**src/rtl/cdb_arbiter_pkg.sv**
```systemverilog
// Shared widths and source encoding for the common-data-bus arbiter.
// Widths mirror the DATA_WIDTH / ROB_IDX_WIDTH defines used across the core.
package cdb_arbiter_pkg;

  localparam int DATA_WIDTH     = 32;
  localparam int ROB_IDX_WIDTH  = 4;
  localparam int CDB_FIFO_DEPTH = 2;

  typedef enum logic {
    SRC_RS  = 1'b0,
    SRC_LSB = 1'b1
  } src_e;

endpackage

```
**src/rtl/cdb_arbiter_if.sv**
```systemverilog
// Producer-side result ports and the CDB broadcast, bundled for the arbiter.
// The slave modport is the arbiter's view; master is the surrounding core's.
interface cdb_arbiter_if
  import cdb_arbiter_pkg::*;
#(
  parameter int DATA_W    = DATA_WIDTH,
  parameter int ROB_IDX_W = ROB_IDX_WIDTH
) ();

  logic                 rs_in_en;
  logic [ROB_IDX_W-1:0] rs_rob_idx_in;
  logic [DATA_W-1:0]    rs_val_in;
  logic                 rs_stall;

  logic                 lsb_in_en;
  logic [ROB_IDX_W-1:0] lsb_rob_idx_in;
  logic [DATA_W-1:0]    lsb_val_in;
  logic                 lsb_stall;

  logic                 cdb_out_en;
  logic [ROB_IDX_W-1:0] cdb_rob_idx_out;
  logic [DATA_W-1:0]    cdb_val_out;

  modport slave (
    input  rs_in_en, rs_rob_idx_in, rs_val_in,
    input  lsb_in_en, lsb_rob_idx_in, lsb_val_in,
    output rs_stall, lsb_stall,
    output cdb_out_en, cdb_rob_idx_out, cdb_val_out
  );

  modport master (
    output rs_in_en, rs_rob_idx_in, rs_val_in,
    output lsb_in_en, lsb_rob_idx_in, lsb_val_in,
    input  rs_stall, lsb_stall,
    input  cdb_out_en, cdb_rob_idx_out, cdb_val_out
  );

endinterface

```
**src/rtl/cdb_fifo.sv**
```systemverilog
// Per-source tag+value FIFO. The head output falls through to the live input
// when empty, so an idle source reaches the CDB without a queueing cycle.
module cdb_fifo #(
  parameter int DATA_W    = 32,
  parameter int ROB_IDX_W = 4,
  parameter int DEPTH     = 2
) (
  input  logic                 clk,
  input  logic                 rst_in,
  input  logic                 rdy_in,
  input  logic                 flush_in,
  input  logic                 in_en,
  input  logic [ROB_IDX_W-1:0] in_tag,
  input  logic [DATA_W-1:0]    in_val,
  input  logic                 grant_in,
  output logic                 head_valid_o,
  output logic [ROB_IDX_W-1:0] head_tag_o,
  output logic [DATA_W-1:0]    head_val_o,
  output logic                 full_o
);

  localparam int PTR_W = $clog2(DEPTH);
  localparam int CNT_W = PTR_W + 1;

  logic [ROB_IDX_W-1:0] tag_mem_q [DEPTH];
  logic [DATA_W-1:0]    val_mem_q [DEPTH];

  logic [PTR_W-1:0] rd_ptr_q, rd_ptr_d;
  logic [PTR_W-1:0] wr_ptr_q, wr_ptr_d;
  logic [CNT_W-1:0] cnt_q, cnt_d;

  logic empty;
  logic pop;
  logic bypass;
  logic push;

  assign empty  = (cnt_q == '0);
  assign full_o = (cnt_q == CNT_W'(DEPTH));

  assign head_valid_o = !empty || in_en;
  assign head_tag_o   = empty ? in_tag : tag_mem_q[rd_ptr_q];
  assign head_val_o   = empty ? in_val : val_mem_q[rd_ptr_q];

  // A granted head is the stored entry unless the FIFO is empty, in which case
  // the grant consumed the live input and it must not also be queued.
  assign pop    = rdy_in && !flush_in && grant_in && !empty;
  assign bypass = grant_in && empty;
  assign push   = rdy_in && !flush_in && in_en && !bypass && !full_o;

  always_comb begin
    // NOTE: every always_comb output gets a default first so no path leaves it
    // unassigned; otherwise synthesis infers a latch to hold the old value.
    rd_ptr_d = rd_ptr_q;
    wr_ptr_d = wr_ptr_q;
    cnt_d    = cnt_q;
    if (rdy_in) begin
      if (flush_in) begin
        rd_ptr_d = '0;
        wr_ptr_d = '0;
        cnt_d    = '0;
      end else begin
        if (push) wr_ptr_d = wr_ptr_q + PTR_W'(1);
        if (pop)  rd_ptr_d = rd_ptr_q + PTR_W'(1);
        if (push && !pop)      cnt_d = cnt_q + CNT_W'(1);
        else if (pop && !push) cnt_d = cnt_q - CNT_W'(1);
      end
    end
  end

  always_ff @(posedge clk or posedge rst_in) begin
    // NOTE: sequential state uses non-blocking assignments so every flop
    // samples its pre-edge value, independent of statement order.
    if (rst_in) begin
      rd_ptr_q <= '0;
      wr_ptr_q <= '0;
      cnt_q    <= '0;
    end else begin
      rd_ptr_q <= rd_ptr_d;
      wr_ptr_q <= wr_ptr_d;
      cnt_q    <= cnt_d;
    end
  end

  // NOTE: storage is deliberately not reset; the count guards every read, so
  // stale entries are never observed and the array can map to plain RAM/flops.
  always_ff @(posedge clk) begin
    if (push) begin
      tag_mem_q[wr_ptr_q] <= in_tag;
      val_mem_q[wr_ptr_q] <= in_val;
    end
  end

  a_no_push_when_full : assert property (
    @(posedge clk) disable iff (rst_in) !(rdy_in && !flush_in && in_en && full_o)
  );

endmodule

```
**src/rtl/cdb_arbiter.sv**
```systemverilog
// Round-robin merge of RS and LSB results onto a single registered CDB
// broadcast; flushes on roll_back and freezes while rdy_in is low.
module cdb_arbiter
  import cdb_arbiter_pkg::*;
#(
  parameter int DATA_W    = DATA_WIDTH,
  parameter int ROB_IDX_W = ROB_IDX_WIDTH,
  parameter int DEPTH     = CDB_FIFO_DEPTH
) (
  input  logic         clk,
  input  logic         rst_in,
  input  logic         rdy_in,
  input  logic         roll_back,
  cdb_arbiter_if.slave bus
);

  logic                 rs_cand_valid, lsb_cand_valid;
  logic [ROB_IDX_W-1:0] rs_cand_tag, lsb_cand_tag;
  logic [DATA_W-1:0]    rs_cand_val, lsb_cand_val;
  logic                 rs_grant, lsb_grant;
  logic                 rs_full, lsb_full;

  src_e                 rr_last_q, rr_last_d;
  logic                 cdb_en_q, cdb_en_d;
  logic [ROB_IDX_W-1:0] cdb_tag_q, cdb_tag_d;
  logic [DATA_W-1:0]    cdb_val_q, cdb_val_d;

  cdb_fifo #(
    .DATA_W    (DATA_W),
    .ROB_IDX_W (ROB_IDX_W),
    .DEPTH     (DEPTH)
  ) u_rs_fifo (
    .clk          (clk),
    .rst_in       (rst_in),
    .rdy_in       (rdy_in),
    .flush_in     (roll_back),
    .in_en        (bus.rs_in_en),
    .in_tag       (bus.rs_rob_idx_in),
    .in_val       (bus.rs_val_in),
    .grant_in     (rs_grant),
    .head_valid_o (rs_cand_valid),
    .head_tag_o   (rs_cand_tag),
    .head_val_o   (rs_cand_val),
    .full_o       (rs_full)
  );

  cdb_fifo #(
    .DATA_W    (DATA_W),
    .ROB_IDX_W (ROB_IDX_W),
    .DEPTH     (DEPTH)
  ) u_lsb_fifo (
    .clk          (clk),
    .rst_in       (rst_in),
    .rdy_in       (rdy_in),
    .flush_in     (roll_back),
    .in_en        (bus.lsb_in_en),
    .in_tag       (bus.lsb_rob_idx_in),
    .in_val       (bus.lsb_val_in),
    .grant_in     (lsb_grant),
    .head_valid_o (lsb_cand_valid),
    .head_tag_o   (lsb_cand_tag),
    .head_val_o   (lsb_cand_val),
    .full_o       (lsb_full)
  );

  // On a tie the source that did not win last time is granted.
  always_comb begin
    rs_grant  = 1'b0;
    lsb_grant = 1'b0;
    if (rdy_in && !roll_back) begin
      if (rs_cand_valid && lsb_cand_valid) begin
        rs_grant  = (rr_last_q == SRC_LSB);
        lsb_grant = (rr_last_q == SRC_RS);
      end else begin
        rs_grant  = rs_cand_valid;
        lsb_grant = lsb_cand_valid;
      end
    end
  end

  always_comb begin
    rr_last_d = rr_last_q;
    cdb_en_d  = cdb_en_q;
    cdb_tag_d = cdb_tag_q;
    cdb_val_d = cdb_val_q;
    if (rdy_in) begin
      cdb_en_d = rs_grant || lsb_grant;
      if (roll_back) begin
        rr_last_d = SRC_LSB;
      end else if (rs_grant) begin
        rr_last_d = SRC_RS;
        cdb_tag_d = rs_cand_tag;
        cdb_val_d = rs_cand_val;
      end else if (lsb_grant) begin
        rr_last_d = SRC_LSB;
        cdb_tag_d = lsb_cand_tag;
        cdb_val_d = lsb_cand_val;
      end
    end
  end

  always_ff @(posedge clk or posedge rst_in) begin
    if (rst_in) begin
      rr_last_q <= SRC_LSB;
      cdb_en_q  <= 1'b0;
      cdb_tag_q <= '0;
      cdb_val_q <= '0;
    end else begin
      rr_last_q <= rr_last_d;
      cdb_en_q  <= cdb_en_d;
      cdb_tag_q <= cdb_tag_d;
      cdb_val_q <= cdb_val_d;
    end
  end

  assign bus.rs_stall        = rs_full;
  assign bus.lsb_stall       = lsb_full;
  assign bus.cdb_out_en      = cdb_en_q;
  assign bus.cdb_rob_idx_out = cdb_tag_q;
  assign bus.cdb_val_out     = cdb_val_q;

endmodule

```
**src/flat_wrapper.sv**
```systemverilog
// flat-port wrapper written by rule: the top's interface ports become plain ports
module cdb_arbiter_flat import cdb_arbiter_pkg::*;
#(
  parameter int DATA_W    = DATA_WIDTH,
  parameter int ROB_IDX_W = ROB_IDX_WIDTH,
  parameter int DEPTH     = CDB_FIFO_DEPTH
)
  (clk, rst_in, rdy_in, roll_back, bus_rs_in_en, bus_rs_rob_idx_in, bus_rs_val_in, bus_lsb_in_en, bus_lsb_rob_idx_in, bus_lsb_val_in, bus_rs_stall, bus_lsb_stall, bus_cdb_out_en, bus_cdb_rob_idx_out, bus_cdb_val_out);
  cdb_arbiter_if #(.DATA_W(DATA_W), .ROB_IDX_W(ROB_IDX_W)) bus_i ();
  input  logic clk;
  input  logic rst_in;
  input  logic rdy_in;
  input  logic roll_back;
  input wire logic [$bits(bus_i.rs_in_en)-1:0] bus_rs_in_en;
  input wire logic [$bits(bus_i.rs_rob_idx_in)-1:0] bus_rs_rob_idx_in;
  input wire logic [$bits(bus_i.rs_val_in)-1:0] bus_rs_val_in;
  input wire logic [$bits(bus_i.lsb_in_en)-1:0] bus_lsb_in_en;
  input wire logic [$bits(bus_i.lsb_rob_idx_in)-1:0] bus_lsb_rob_idx_in;
  input wire logic [$bits(bus_i.lsb_val_in)-1:0] bus_lsb_val_in;
  output wire logic [$bits(bus_i.rs_stall)-1:0] bus_rs_stall;
  output wire logic [$bits(bus_i.lsb_stall)-1:0] bus_lsb_stall;
  output wire logic [$bits(bus_i.cdb_out_en)-1:0] bus_cdb_out_en;
  output wire logic [$bits(bus_i.cdb_rob_idx_out)-1:0] bus_cdb_rob_idx_out;
  output wire logic [$bits(bus_i.cdb_val_out)-1:0] bus_cdb_val_out;
  assign bus_i.rs_in_en = bus_rs_in_en;
  assign bus_i.rs_rob_idx_in = bus_rs_rob_idx_in;
  assign bus_i.rs_val_in = bus_rs_val_in;
  assign bus_i.lsb_in_en = bus_lsb_in_en;
  assign bus_i.lsb_rob_idx_in = bus_lsb_rob_idx_in;
  assign bus_i.lsb_val_in = bus_lsb_val_in;
  assign bus_rs_stall = bus_i.rs_stall;
  assign bus_lsb_stall = bus_i.lsb_stall;
  assign bus_cdb_out_en = bus_i.cdb_out_en;
  assign bus_cdb_rob_idx_out = bus_i.cdb_rob_idx_out;
  assign bus_cdb_val_out = bus_i.cdb_val_out;
  cdb_arbiter #(.DATA_W(DATA_W), .ROB_IDX_W(ROB_IDX_W), .DEPTH(DEPTH)) u_core (.clk(clk), .rst_in(rst_in), .rdy_in(rdy_in), .roll_back(roll_back), .bus(bus_i));
endmodule
```
**config.mk**
```make
export PLATFORM = sky130hd
export DESIGN_NAME = cdb_arbiter_flat
export DESIGN_NICKNAME = d
export VERILOG_FILES = /design/src/rtl/cdb_arbiter_pkg.sv /design/src/rtl/cdb_arbiter_if.sv /design/src/rtl/cdb_fifo.sv /design/src/rtl/cdb_arbiter.sv /design/src/flat_wrapper.sv
export SDC_FILE = /design/constraint.sdc
export NUM_CORES = 1
export LEC_CHECK = 0
export ABC_AREA = 1
export BUFFER_PORTS_ARGS = -buffer_cell sky130_fd_sc_hd__buf_2
export CAP_MARGIN = 40
export CORE_MARGIN = 2
export CORE_UTILIZATION = 36
export DETAILED_ROUTE_END_ITERATION = 16
export PLACE_DENSITY = 0.64
export SKIP_CTS_REPAIR_TIMING = 1
export SLEW_MARGIN = 20
export SYNTH_ARGS = -nofsm -noshare
export SYNTH_HDL_FRONTEND = slang
export SYNTH_SLANG_ARGS = --single-unit
export TNS_END_PERCENT = 30
```
**constraint.sdc**
```tcl
create_clock -name clk -period 4.4 [get_ports clk]
set_input_delay 0.22 -clock clk [delete_from_list [all_inputs] [get_ports clk]]
set_output_delay 0.22 -clock clk [all_outputs]
set_load 0.02 [all_outputs]
```
Word-level counts from Yosys, hierarchy flattened
Memories as Yosys holds them, arrays and structs flattened.
Index checks and enable logic that the tools add are counted.
Word-level totals
  RAM bits: 144
  output and inout bits: 39
  memories: 4
  word-level logic and storage cells: 109
  input port bits: 78
  register bits: 46
Memory list
  u_core.u_lsb_fifo.val_mem_q: words 2, bits a word 32, read ports 1, clocked after memory_dff 0, wr ports 1, line cdb_fifo.sv:26  | logic [DATA_W-1:0] val_mem_q [DEPTH];
  u_core.u_rs_fifo.val_mem_q: words 2, bits a word 32, read ports 1, clocked after memory_dff 0, wr ports 1, line cdb_fifo.sv:26
  u_core.u_lsb_fifo.tag_mem_q: words 2, bits a word 4, read ports 1, clocked after memory_dff 0, wr ports 1, line cdb_fifo.sv:25  | logic [ROB_IDX_W-1:0] tag_mem_q [DEPTH];
  u_core.u_rs_fifo.tag_mem_q: words 2, bits a word 4, read ports 1, clocked after memory_dff 0, wr ports 1, line cdb_fifo.sv:25
Operators by class
  bitwise operators: 2
  multiplexer cells: 33
  equality and inequality tests: 2
  reduce and logical (&&, ||, !) cells: 50
  add/sub/neg operators: 8
Operators by type and width (count)
  $mux 32: 4
  $mux 1: 19
  $logic_and 1x1->1: 18
  $mux 4: 4
  $reduce_and 2->1: 7
  $mux 2: 6
  $logic_not 1->1: 11
  $reduce_bool 2->1: 5
  $reduce_bool 3->1: 3
  $add 1x1->1 const B: 4
  $add 2x1->2 const B: 2
  $eq 2x2->1 const B: 2
  $logic_not 2->1: 2
  $sub 2x1->2 const B: 2
  $logic_or 1x1->1: 3
  $reduce_and 3->1: 1
  $not 1->1: 2

Longest topological paths before layout
Gate-level depths: netlist of the first run.
  depth in word-level cells: 15
  gate-level depth with buffers: 11
  mapped depth without buffers: 10

Cells and area by module
Synthesis of the first run repeated with hierarchy kept, for this count alone.
Second synthesis, totals
  cells, all modules: 951
  area, all modules: 8889.8 um^2
Modules (own cells, without submodules)
  cdb_fifo: cells each 310, times used 2, sequential area each 2262.2 um^2, area an instance 3306.9 um^2
  cdb_arbiter: cells each 331, times used 1, sequential area each 952.2 um^2, area an instance 2275.9 um^2

Worst setup path before layout of the first run
OpenSTA, ideal clock, no wires.
  path type: flip-flop to flip-flop
  start: register u_core.u_rs_fifo.cnt_q[1]
  end: memory u_core.u_rs_fifo.tag_mem_q[1][0], enable pin
  cell stages (with the launch flop): 9
  data arrival time: 2649 ps
  path buffers: 1
  period minus slack after synthesis: 3079 ps
  path slack: 1321 ps
  setup time: 431 ps
  required time: 3969 ps
  path through: dfrtp_1 nor2_4 nand2_2 nand2_1 inv_2 nand2_4 buf_6 o21ai_2 nor2_1
Between the ends
  word-level cells in the longest chain between the ends: 12
  elaborated cells between the ends (all ways): 14
  those cells by class: 1 x eq/ne; 4 x mux; 9 x reduce/logical
Ends and longest elaborated chain
  start: declaration: line cdb_fifo.sv:30  | logic [CNT_W-1:0] cnt_q, cnt_d;
  start signal: assignment: line cdb_fifo.sv:80  | cnt_q <= cnt_d;
  $logic_not 2->1: line cdb_fifo.sv:37  | assign empty = (cnt_q == '0);
  $logic_not 1->1: line cdb_fifo.sv:40  | assign head_valid_o = !empty || in_en;
  $logic_or 1x1->1: line cdb_fifo.sv:40
  $logic_and 1x1->1: line cdb_arbiter.sv:71  | if (rs_cand_valid && lsb_cand_valid) begin
  $mux 1: line cdb_arbiter.sv:71
  $mux 1: line cdb_arbiter.sv:70  | if (rdy_in && !roll_back) begin
  $logic_and 1x1->1: line cdb_fifo.sv:47  | assign bypass = grant_in && empty;
  $logic_not 1->1: line cdb_fifo.sv:48  | assign push = rdy_in && !flush_in && in_en && !bypass && !full_o;
  $logic_and 1x1->1: line cdb_fifo.sv:48
  $logic_and 1x1->1 *: line cdb_fifo.sv:48
  $mux 1 *: line cdb_fifo.sv:87  | if (push) begin
  $mux 1 (implied by the code) *: line cdb_fifo.sv:88  | tag_mem_q[wr_ptr_q] <= in_tag;
  end: declaration: line cdb_fifo.sv:25
Mark *: on every way between the ends. The rest lies on a longest branch, timed or not.

Worst setup path after layout of the first run
  start: register u_core.u_lsb_fifo.cnt_q[0]
  end: memory u_core.u_lsb_fifo.val_mem_q[1][27], enable pin
Between the ends
  word-level cells in the longest chain between the ends: 12
  elaborated cells between the ends (all ways): 14
  those cells by class: 1 x eq/ne; 4 x mux; 9 x reduce/logical
Ends and longest elaborated chain
  start: declaration: line cdb_fifo.sv:30
  start signal: assignment: line cdb_fifo.sv:80
  $logic_not 2->1: line cdb_fifo.sv:37
  $logic_not 1->1: line cdb_fifo.sv:40
  $logic_or 1x1->1: line cdb_fifo.sv:40
  $logic_and 1x1->1: line cdb_arbiter.sv:71
  $mux 1: line cdb_arbiter.sv:71
  $mux 1: line cdb_arbiter.sv:70
  $logic_and 1x1->1: line cdb_fifo.sv:47
  $logic_not 1->1: line cdb_fifo.sv:48
  $logic_and 1x1->1: line cdb_fifo.sv:48
  $logic_and 1x1->1 *: line cdb_fifo.sv:48
  $mux 1 *: line cdb_fifo.sv:87
  $mux 1 (implied by the code) *: line cdb_fifo.sv:89  | val_mem_q[wr_ptr_q] <= in_val;
  end: declaration: line cdb_fifo.sv:26
Marks and branches as above.

==> run summary, run 1 <==
Buf/Inv on CP: 2
top cell type's share of synthesized area: 0.523
CP Cell Sequence: nor2_1 > nand2_1 > nand2_1 > inv_1 > nand2_1 > o21ai_0 > nor2_4 > buf_16
CP Launch Type: flop
Slew Limit Fails: 0
#FFs+latches synth: 190
clk_lat worst skew: 0.43 ns
register area share after synthesis: 0.663
first-pass GRT wire length: 29,900 µm
Core ar.: 22,600 µm²
synthesis-to-layout area growth: 22.1%
CP Data Required Time: 4.53 ns
Post-Synth Simple-Gate Area: 0.173
CP most frequent cell: nand2_1
die width: 156 µm
busiest grt layer: met2
Filler Cell Count: 2,085
FF-to-FF Start: u_core.u_lsb_fifo.cnt_q[0]
met1 Usage GRT: 0.210
Wirelength per Cell: 16.2 µm
Synth area leaders: edfxtp_1, dfrtp_1, nand2_1
H-tree Lvls: 4
grt ovf: 0
vias per inst: 4.91
worst hold slack: -0.0668 ns
Port-buffer cells: 116
Commonest cells post-synth: nand2_1, edfxtp_1, a21oi_1
worst path arrival time: 2.53 ns
Detail Placement HPWL: 12,100 µm
CP peak stage delay: 0.59 ns
vias post-DR: 5,890
R2R depth: 8
violated checks: hold timing
CTS tree: yes
final WL: 19,500 µm
area leader, netlist: edfxtp_1
most common cell in the netlist: nand2_1
worst setup path class: reg -> reg
CP top delay family: simple AND/OR/NAND/NOR gates
Initial Util: 0.366
drt pass-1 iters: 5
VDD IR max: 258 µV
Max-slew headroom: 0.464
Adder-Cell Fraction of Synth Area: 0
RR Endpoint: u_core.u_lsb_fifo.val_mem_q[1][27]
worst setup skew after layout: 0.00933 ns
CP max-delay cell: nor2_4
crit end category: flop
Reg clk slew, reported paths: 0.07 ns
Worst path depth: 8
post-synth cell types: 29
ys flop type: edfxtp_1
Slew @ Worst Pin: 0.805 ns
fmax: 0.418 GHz
EDFF count, synth: 144
met3 GRT Util: 0.0368
Final Setup Violations: 0
compound-cell area share of the yosys netlist: 0.122
Max-cap violations: 0
Final nets: 979
Tcrit/Tclk final: 0.544
num ports: 117
syn_nets: 839
DRC viols: 0
Final TNS setup: 0 ns
Hold Vio Cnt, Final: 45
power per cell area: 528 nW/µm²
FP Rows: 55
status: complete, but fails checks
full die area: 24,200 µm²
Period minus WS final: 2.40 ns
Hold WC Path Type: in -> async
cts bufs inserted: 17
main combinational cell family by area after synthesis: simple AND/OR/NAND/NOR gates
clock root cell: clkbuf_16
P_leak: 4.15 nW
Antenna Nets Post-Route: 0
XOR/XNOR Fraction of Synth Area: 0.00106
CTS sink cnt: 190
yosys warns: 0
global-route met2 utilization: 0.275
mux share of post-synthesis cell area: 0
Routability Congestion: 0.798
Post-synth ARST share: 0.242
clock buffer depth: 2
initial antenna violation count: 1
layout cells sized above 1: 0.231
critical path fanouts, max: 20
Syn Inst Count: 761
GRT Resource Usage Total: 0.164
Avg Cell Area, Syn: 10.9 µm²
chip height: 156 µm
vias in the first global route: 5,542
pin count of the biggest net entering global routing: 73
FF-to-FF setup slack: 2.00 ns
mapped cell area: 8270 µm²
initial detailed-routing violation count: 360
RSZ-0062 raised after global routing: false
[layout make-up]
type / instances / area, µm² / share of cell area
diodes: 1 / 2.50 / 0.000248
clock buffers: 18 / 439 / 0.0435
clock inverters: 14 / 145 / 0.0144
inverters: 22 / 83.8 / 0.00830
multi-input cells: 503 / 2470 / 0.245
flip-flops and latches: 190 / 5480 / 0.543
well taps: 285 / 357 / 0.0353
repair buffers: 167 / 1120 / 0.111
[layout by cell type (no fill, tap or decap), types with 3 or more instances in the layout]
master,count
dlygate4sd3_1,40
a21oi_1,72
inv_6,7
nand3_1,45
buf_4,8
o211ai_2,33
inv_2,5
nor2_4,5
clkbuf_16,17
o21ai_0,4
nand2_1,287
nand4_1,3
o211ai_1,3
edfxtp_1,144
o21ai_1,35
clkinv_4,3
dfrtp_1,43
buf_2,116
nor2_1,8
inv_1,15
[stage by stage]
step           instance area (µm²)   util  cells  setup WS (ns)  total power, mW
2_1_floorplan                 8270      -    761           1.32             3.37
3_3_place_gp                  9030  0.400   1124           1.83             3.78
3_5_place_dp                  9110  0.404   1127           2.00             3.83
4_1_cts                       9690  0.429   1159           1.98             5.37
5_1_grt                      10100  0.447   1200           1.78             5.65
6_report                     10100  0.447   1200           2.00             5.33
[metal layers]
layer,vias to the layer above,wire (µm)
li1,2918,-
met1,2793,8640
met2,156,9540
met3,23,998
met4,0,293
met5,-,0
[worst min-delay path: cells and delay by family]
family | cells | cell delay [ns]
buffers and inverters | 3 | 0.62
[flip-flops by register name (all words and copies together), names as in the netlist]
signal	flops
u_core.u_lsb_fifo.val_mem_q	64
u_core.u_lsb_fifo.cnt_q	2
u_core.u_lsb_fifo.rd_ptr_q	1
u_core.u_rs_fifo.cnt_q	2
u_core.u_rs_fifo.wr_ptr_q	1
u_core.rr_last_q	1
u_core.bus.cdb_val_out	32
u_core.u_rs_fifo.tag_mem_q	8
u_core.u_rs_fifo.rd_ptr_q	1
u_core.bus.cdb_out_en	1
u_core.bus.cdb_rob_idx_out	4
u_core.u_lsb_fifo.tag_mem_q	8
u_core.u_lsb_fifo.wr_ptr_q	1
u_core.u_rs_fifo.val_mem_q	64
[kinds of logic (layout without fill, tap and decap cells)]
family	after synthesis	after routing
AND/OR/NAND/NOR	353	353
flip-flops	190	190
AO/OA/AOI/OAI	149	149
buffers and inverters	68	221
XOR/XNOR	1	1
other	0	1
[where the power goes]
part	total [mW]	switching [mW]	leakage, nW	internal, mW
Combinational	1.50	0.978	1.99	0.520
Sequential	2.31	0.154	1.87	2.15
Clock	1.52	0.706	0.291	0.818
[worst max-delay path by stage]
stage | from | end | slack (ns)
2_1_floorplan | u_core.u_rs_fifo.cnt_q[1] | u_core.u_rs_fifo.tag_mem_q[1][0] | 1.32
3_3_place_gp | u_core.u_lsb_fifo.cnt_q[0] | u_core.u_lsb_fifo.val_mem_q[0][26] | 1.83
3_5_place_dp | u_core.u_rs_fifo.cnt_q[1] | u_core.u_rs_fifo.val_mem_q[0][25] | 2.00
4_1_cts | u_core.u_lsb_fifo.cnt_q[0] | u_core.u_lsb_fifo.val_mem_q[1][27] | 1.98
5_1_grt | u_core.u_lsb_fifo.cnt_q[0] | u_core.u_lsb_fifo.val_mem_q[1][27] | 1.78
6_report | u_core.u_lsb_fifo.cnt_q[0] | u_core.u_lsb_fifo.val_mem_q[1][27] | 2.00
(Power assumes the default switching activity.)
==> inputs of run 2 (changes only) <==
--- a/config.mk
+++ b/config.mk
@@ -11,7 +11,7 @@
 export CORE_MARGIN = 2
 export CORE_UTILIZATION = 36
 export DETAILED_ROUTE_END_ITERATION = 16
-export PLACE_DENSITY = 0.64
+export PLACE_DENSITY = 0.66
 export SKIP_CTS_REPAIR_TIMING = 1
 export SLEW_MARGIN = 20
 export SYNTH_ARGS = -nofsm -noshare
==> constraint.sdc (replaced) <==
create_clock -name clk -period 2.2 [get_ports clk]
set_input_delay 0.11 -clock clk [delete_from_list [all_inputs] [get_ports clk]]
set_output_delay 0.11 -clock clk [all_outputs]
set_load 0.02 [all_outputs]
==> run summary, run 2 (synthesis results as in run 1) <==
Final Setup Violations: 0 (unchanged)
CP peak stage delay: 0.42 ns (was 0.59 ns)
Wirelength per Cell: 16.9 µm (was 16.2 µm)
initial detailed-routing violation count: 485 (was 360)
drt pass-1 iters: 4 (was 5)
CTS tree: yes (unchanged)
Initial Util: 0.366 (unchanged)
most common cell after layout, fill and taps aside: nand2_1 (unchanged)
Detail Placement HPWL: 13,300 µm (was 12,100 µm)
Final nets: 1,034 (was 979)
Max Used Layer: met4 (unchanged)
clock buffer depth: 2 (unchanged)
chip height: 156 µm (unchanged)
worst setup path class: reg -> reg (unchanged)
CP Launch Type: flop (unchanged)
status: complete, no violations (was complete, but fails checks)
num ports: 117 (unchanged)
H-tree Lvls: 4 (unchanged)
VDD IR max: 602 µV (was 258 µV)
Core ar.: 22,600 µm² (unchanged)
post-layout instance area: 10,600 µm² (was 10,100 µm²)
Ant. Diodes: 0 (was 1)
initial antenna violation count: 0 (was 1)
metal2 WL: 10,700 µm (was 9540 µm)
Slew Limit Fails: 0 (unchanged)
Antenna Nets Post-Route: 0 (unchanged)
Max-cap violations: 0 (unchanged)
Placed Instance Area: 9300 µm² (was 9110 µm²)
wl on met1: 9310 µm (was 8640 µm)
vias in the first global route: 5,883 (was 5,542)
synthesis-to-layout area growth: 28.4% (was 22.1%)
Hold Vio Cnt, Final: 0 (was 45)
FP Rows: 55 (unchanged)
final WL: 21,200 µm (was 19,500 µm)
worst path arrival time: 2.38 ns (was 2.53 ns)
most frequent cells in the layout: nand2_1, edfxtp_1, buf_2 (unchanged)
die width: 156 µm (unchanged)
Slew @ Worst Pin: 0.756 ns (was 0.805 ns)
Cell Count, Final, Fillers Out: 1,253 (was 1,200)
Port-buffer cells: 116 (unchanged)
CP Data Required Time: 2.57 ns (was 4.53 ns)
CP max-delay cell: dfrtp_1 (was nor2_4)
DP Cell Count: 1,148 (was 1,127)
Reg clk slew, reported paths: 0.06 ns (was 0.07 ns)
worst setup skew after layout: 0.00972 ns (was 0.00933 ns)
Hold WC Path Type: in -> reg (was in -> async)
Filler Cell Count: 2,073 (was 2,085)
vias per inst: 4.97 (was 4.91)
grt ovf: 0 (unchanged)
final worst setup slack: 0.191 ns (was 2.00 ns)
DRC viols: 0 (unchanged)
clock root cell: clkbuf_16 (unchanged)
Placement Setup Slack: 0.0361 ns (was 2.00 ns)
first-pass GRT wire length: 32,200 µm (was 29,900 µm)
power per cell area: 1020 nW/µm² (was 528 nW/µm²)
full die area: 24,200 µm² (unchanged)
critical path fanouts, max: 44 (was 20)
layout cells sized above 1: 0.231 (about the same)
Max-slew headroom: 0.496 (was 0.464)
met3 WL: 1020 µm (was 998 µm)
Period minus WS final: 2.01 ns (was 2.40 ns)
cts bufs inserted: 17 (unchanged)
RSZ-0062 raised after global routing: false (unchanged)
GRT Resource Usage Total: 0.175 (was 0.164)
pin count of the biggest net entering global routing: 75 (was 73)
Routability Congestion: 0.785 (was 0.798)
P_leak: 4.39 nW (was 4.15 nW)
worst hold slack: 0.0354 ns (was -0.0668 ns)
crit end category: flop (unchanged)
CP most frequent cell: nand2_1 (unchanged)
CP Cell Sequence: nor2_4 > nand2_2 > nand2_1 > inv_2 > nand2_4 > buf_4 > buf_12 > o211ai_2 > o21ai_1 > nand2_1 > nand2_1 (was nor2_1 > nand2_1 > nand2_1 > inv_1 > nand2_1 > o21ai_0 > nor2_4 > buf_16)
CTS sink cnt: 190 (unchanged)
Tcrit/Tclk final: 0.913 (was 0.544)
clk_lat worst skew: 0.43 ns (about the same)
vias post-DR: 6,232 (was 5,890)
fmax: 0.498 GHz (was 0.418 GHz)
## run 2: cell types whose count changed in the layout (fill, tap and decap cells not counted), moves of 3 or more
cell and change:
dlygate4sd3_1 +33, buf_4 +18, inv_6 -7, buf_12 +5, clkbuf_1 +5, clkinv_1 +3
## run 2: path summary, 6_finish.rpt
check                                              start                       endpoint  slack (ns)  cells past startpoint
max in group asynchronous                         rst_in               u_core.rr_last_q        1.18                      4
hold reg to reg            u_core.bus.cdb_rob_idx_out[1]  u_core.bus.cdb_rob_idx_out[1]        0.47                      2
min in group asynchronous                         rst_in     u_core.bus.cdb_val_out[19]        0.29                      3
hold / removal                                    rdy_in     u_core.u_lsb_fifo.cnt_q[1]        0.04                      4
setup / recovery               u_core.u_rs_fifo.cnt_q[1]      u_core.bus.cdb_val_out[2]        0.19                     11
setup reg to reg               u_core.u_rs_fifo.cnt_q[1]      u_core.bus.cdb_val_out[2]        0.19                     11
## run 2: area by class of cell
class,count,area (µm²),area share
clock buffers,24,472,0.0445
clock inverters,7,90.1,0.00849
inverters,22,83.8,0.00790
multi-input cells,503,2470,0.233
flip-flops and latches,190,5480,0.516
well taps,285,357,0.0336
repair buffers,222,1650,0.156
## run 2: where the power goes
part	leakage (nW)	internal, mW	switching (mW)
Clock	0.272	1.72	1.28
Combinational	2.24	1.15	2.11
Sequential	1.87	4.31	0.231
Total	4.39	7.18	3.63
## run 2: routing by layer
metal / vias to the layer above / GRT usage
li1: 3017 / -
met4: 0 / 0.0384
met5: - / 0
met3: 8 / 0.0429
met1: 3025 / 0.228
met2: 182 / 0.298
## run 2: worst max-delay path, delay by kind of cell (launching register included)
kind            cells  cell delay [ns]
simple gates        6             0.52
flops               1             0.42
buf+inv             3             0.73
compound gates      2             0.23
## run 2: per-stage QoR
step	util	TNS [ns]	total power, mW
after global placement	0.410	0	7.70
after floorplan	-	-11.00	6.74
after CTS	0.437	0	10.8
after detailed placement	0.412	0	7.77
after global routing	0.470	0	11.4
final	0.470	0	10.8
==> inputs of run 3 (changes only) <==
--- a/config.mk
+++ b/config.mk
@@ -8,7 +8,7 @@
 export ABC_AREA = 1
 export BUFFER_PORTS_ARGS = -buffer_cell sky130_fd_sc_hd__buf_2
 export CAP_MARGIN = 40
-export CORE_MARGIN = 2
+export CORE_MARGIN = 3
 export CORE_UTILIZATION = 36
 export DETAILED_ROUTE_END_ITERATION = 16
 export PLACE_DENSITY = 0.66
==> run summary, run 3 (synthesis results as in run 1) <==
status: complete, no violations (unchanged)
clock root cell: clkbuf_16 (unchanged)
fmax: 0.514 GHz (was 0.498 GHz)
vias per inst: 4.89 (was 4.97)
FF-to-FF Start: u_core.u_rs_fifo.cnt_q[1] (unchanged)
R2R depth: 8 (was 11)
Critical Path End: u_core.u_rs_fifo.val_mem_q[0][24] (was u_core.bus.cdb_val_out[2])
power per cell area: 1030 nW/µm² (was 1020 nW/µm²)
CP max-delay cell: buf_4 (was dfrtp_1)
pin count of the biggest net entering global routing: 76 (was 75)
most common cell after layout, fill and taps aside: nand2_1 (unchanged)
die width: 158 µm (was 156 µm)
Final Setup Violations: 0 (unchanged)
Placed Instance Area: 9200 µm² (was 9300 µm²)
CP peak stage delay: 0.49 ns (was 0.42 ns)
critical path fanouts, max: 36 (was 44)
layout cells sized above 1: 0.230 (was 0.231)
Filler Cell Count: 2,031 (was 2,073)
most frequent cells in the layout: nand2_1, edfxtp_1, buf_2 (unchanged)
cts bufs inserted: 17 (unchanged)
Slew @ Worst Pin: 0.756 ns (about the same)
H-tree Lvls: 4 (unchanged)
Wirelength per Cell: 16.8 µm (was 16.9 µm)
P_leak: 4.35 nW (was 4.39 nW)
Core ar.: 22,200 µm² (was 22,600 µm²)
CP Cell Sequence: nor2_4 > nand2_2 > nand2_1 > inv_2 > nand2_4 > o21ai_2 > nor2_4 > buf_4 (was nor2_4 > nand2_2 > nand2_1 > inv_2 > nand2_4 > buf_4 > buf_12 > o211ai_2 > o21ai_1 > nand2_1 > nand2_1)
full die area: 24,800 µm² (was 24,200 µm²)
Port-buffer cells: 116 (unchanged)
RSZ-0062 raised after global routing: false (unchanged)
Routability Congestion: 0.826 (was 0.785)
Antenna Nets Post-Route: 0 (unchanged)
Final TNS setup: 0 ns (unchanged)
Initial Util: 0.373 (was 0.366)
Final nets: 1,020 (was 1,034)
VDD IR max: 527 µV (was 602 µV)
Seq. cell area: 5480 µm² (unchanged)
CTS sink cnt: 190 (unchanged)
CP Launch Type: flop (unchanged)
synthesis-to-layout area growth: 27.4% (was 28.4%)
post-layout instance area: 10,500 µm² (was 10,600 µm²)
area of the multi-input gates: 2470 µm² (unchanged)
CP most frequent cell: nor2_4 (was nand2_1)
drt pass-1 iters: 5 (was 4)
worst setup skew after layout: 0.0136 ns (was 0.00972 ns)
worst setup path class: reg -> reg (unchanged)
Hold Vio Cnt, Final: 0 (unchanged)
Core Util, Final: 0.475 (was 0.470)
chip height: 158 µm (was 156 µm)
DRC viols: 0 (unchanged)
CP Data Required Time: 2.27 ns (was 2.57 ns)
vias post-DR: 6,050 (was 6,232)
worst setup path startpoint: u_core.u_rs_fifo.cnt_q[1] (unchanged)
initial antenna violation count: 1 (was 0)
vias in the first global route: 5,725 (was 5,883)
Detail Placement HPWL: 12,600 µm (was 13,300 µm)
num ports: 117 (unchanged)
Tcrit/Tclk final: 0.884 (was 0.913)
Slew Limit Fails: 0 (unchanged)
first-pass GRT wire length: 31,600 µm (was 32,200 µm)
FP Rows: 54 (was 55)
crit end category: flop (unchanged)
clock buffer depth: 2 (unchanged)
clk_lat worst skew: 0.43 ns (about the same)
grt ovf: 0 (unchanged)
CTS tree: yes (unchanged)
FF-to-FF setup slack: 0.26 ns (was 0.19 ns)
Period minus WS final: 1.94 ns (was 2.01 ns)
Reg clk slew, reported paths: 0.08 ns (was 0.06 ns)
final WL: 20,800 µm (was 21,200 µm)
GRT Resource Usage Total: 0.167 (was 0.175)
Max-cap violations: 0 (unchanged)
Hold WC Path Type: in -> reg (unchanged)
Max-slew headroom: 0.496 (about the same)
RR Endpoint: u_core.u_rs_fifo.val_mem_q[0][24] (was u_core.bus.cdb_val_out[2])
worst path arrival time: 2.01 ns (was 2.38 ns)
initial detailed-routing violation count: 393 (was 485)
run 3: cell types whose count changed in the layout (fill, tap and decap cells not counted), moves of 2 or more:
cell,before,now
inv_2,3,6
inv_8,0,4
clkinv_8,0,2
buf_4,26,12
clkbuf_8,2,0
inv_6,0,5
clkinv_1,4,0
clkbuf_1,5,0
run 3: how the worst min path moves through the flow:
stage / start / to / slack, ns / cells after the start
2_1_floorplan: bus_lsb_rob_idx_in[0] / u_core.u_lsb_fifo.tag_mem_q[0][0] / 0.21 / 0
4_1_cts: rst_in / u_core.bus.cdb_val_out[21] / -0.25 / 2
5_1_grt: rdy_in / u_core.bus.cdb_out_en / 0.05 / 4
3_5_place_dp: rst_in / u_core.bus.cdb_val_out[19] / 0.21 / 2
6_report: rdy_in / u_core.u_rs_fifo.cnt_q[1] / 0.05 / 4
3_3_place_gp: rst_in / u_core.bus.cdb_val_out[21] / 0.21 / 2
run 3: per-stage QoR:
stage,total power [mW],cells,worst slack (ns),hold WS [ns]
after CTS,10.8,1162,0.129,-0.255
final,10.9,1236,0.255,0.0481
after global placement,7.69,1130,0.176,0.207
after floorplan,6.74,761,-0.162,0.209
after detailed placement,7.73,1130,0.133,0.212
after global routing,11.5,1236,0.0663,0.0473
run 3: worst max-delay path, delay by kind of cell (launching register included):
kind                   cells  cell delay (ns)
DFF                        1             0.43
and+or+nand+nor            5             0.48
AOI/OAI and AO/OA          1             0.10
buffers and inverters      2             0.55
run 3: power by group:
part           total, mW  leakage (nW)  switching (mW)  internal (mW)
Sequential          4.52          1.87           0.219           4.30
Clock               3.11         0.292            1.48           1.63
Combinational       3.22          2.18            2.11           1.11
run 3: area by class of cell:
cell class / instances / area share
Clock buffer: 17 / 0.0404
Tap cell: 280 / 0.0333
Multi-Input combinational cell: 503 / 0.235
Sequential cell: 190 / 0.520
Inverter: 22 / 0.00796
Antenna cell: 1 / 0.000238
Timing Repair Buffer: 208 / 0.146
Clock inverter: 15 / 0.0164
run 3: metal layers:
metal  track usage  vias to the layer above  part of all wire
li1              -                     2991                 -
met1         0.218                     2880              0.46
met2         0.272                      159              0.48
met3        0.0478                       20             0.046
met4        0.0508                        0             0.015
met5             0                        -                 0
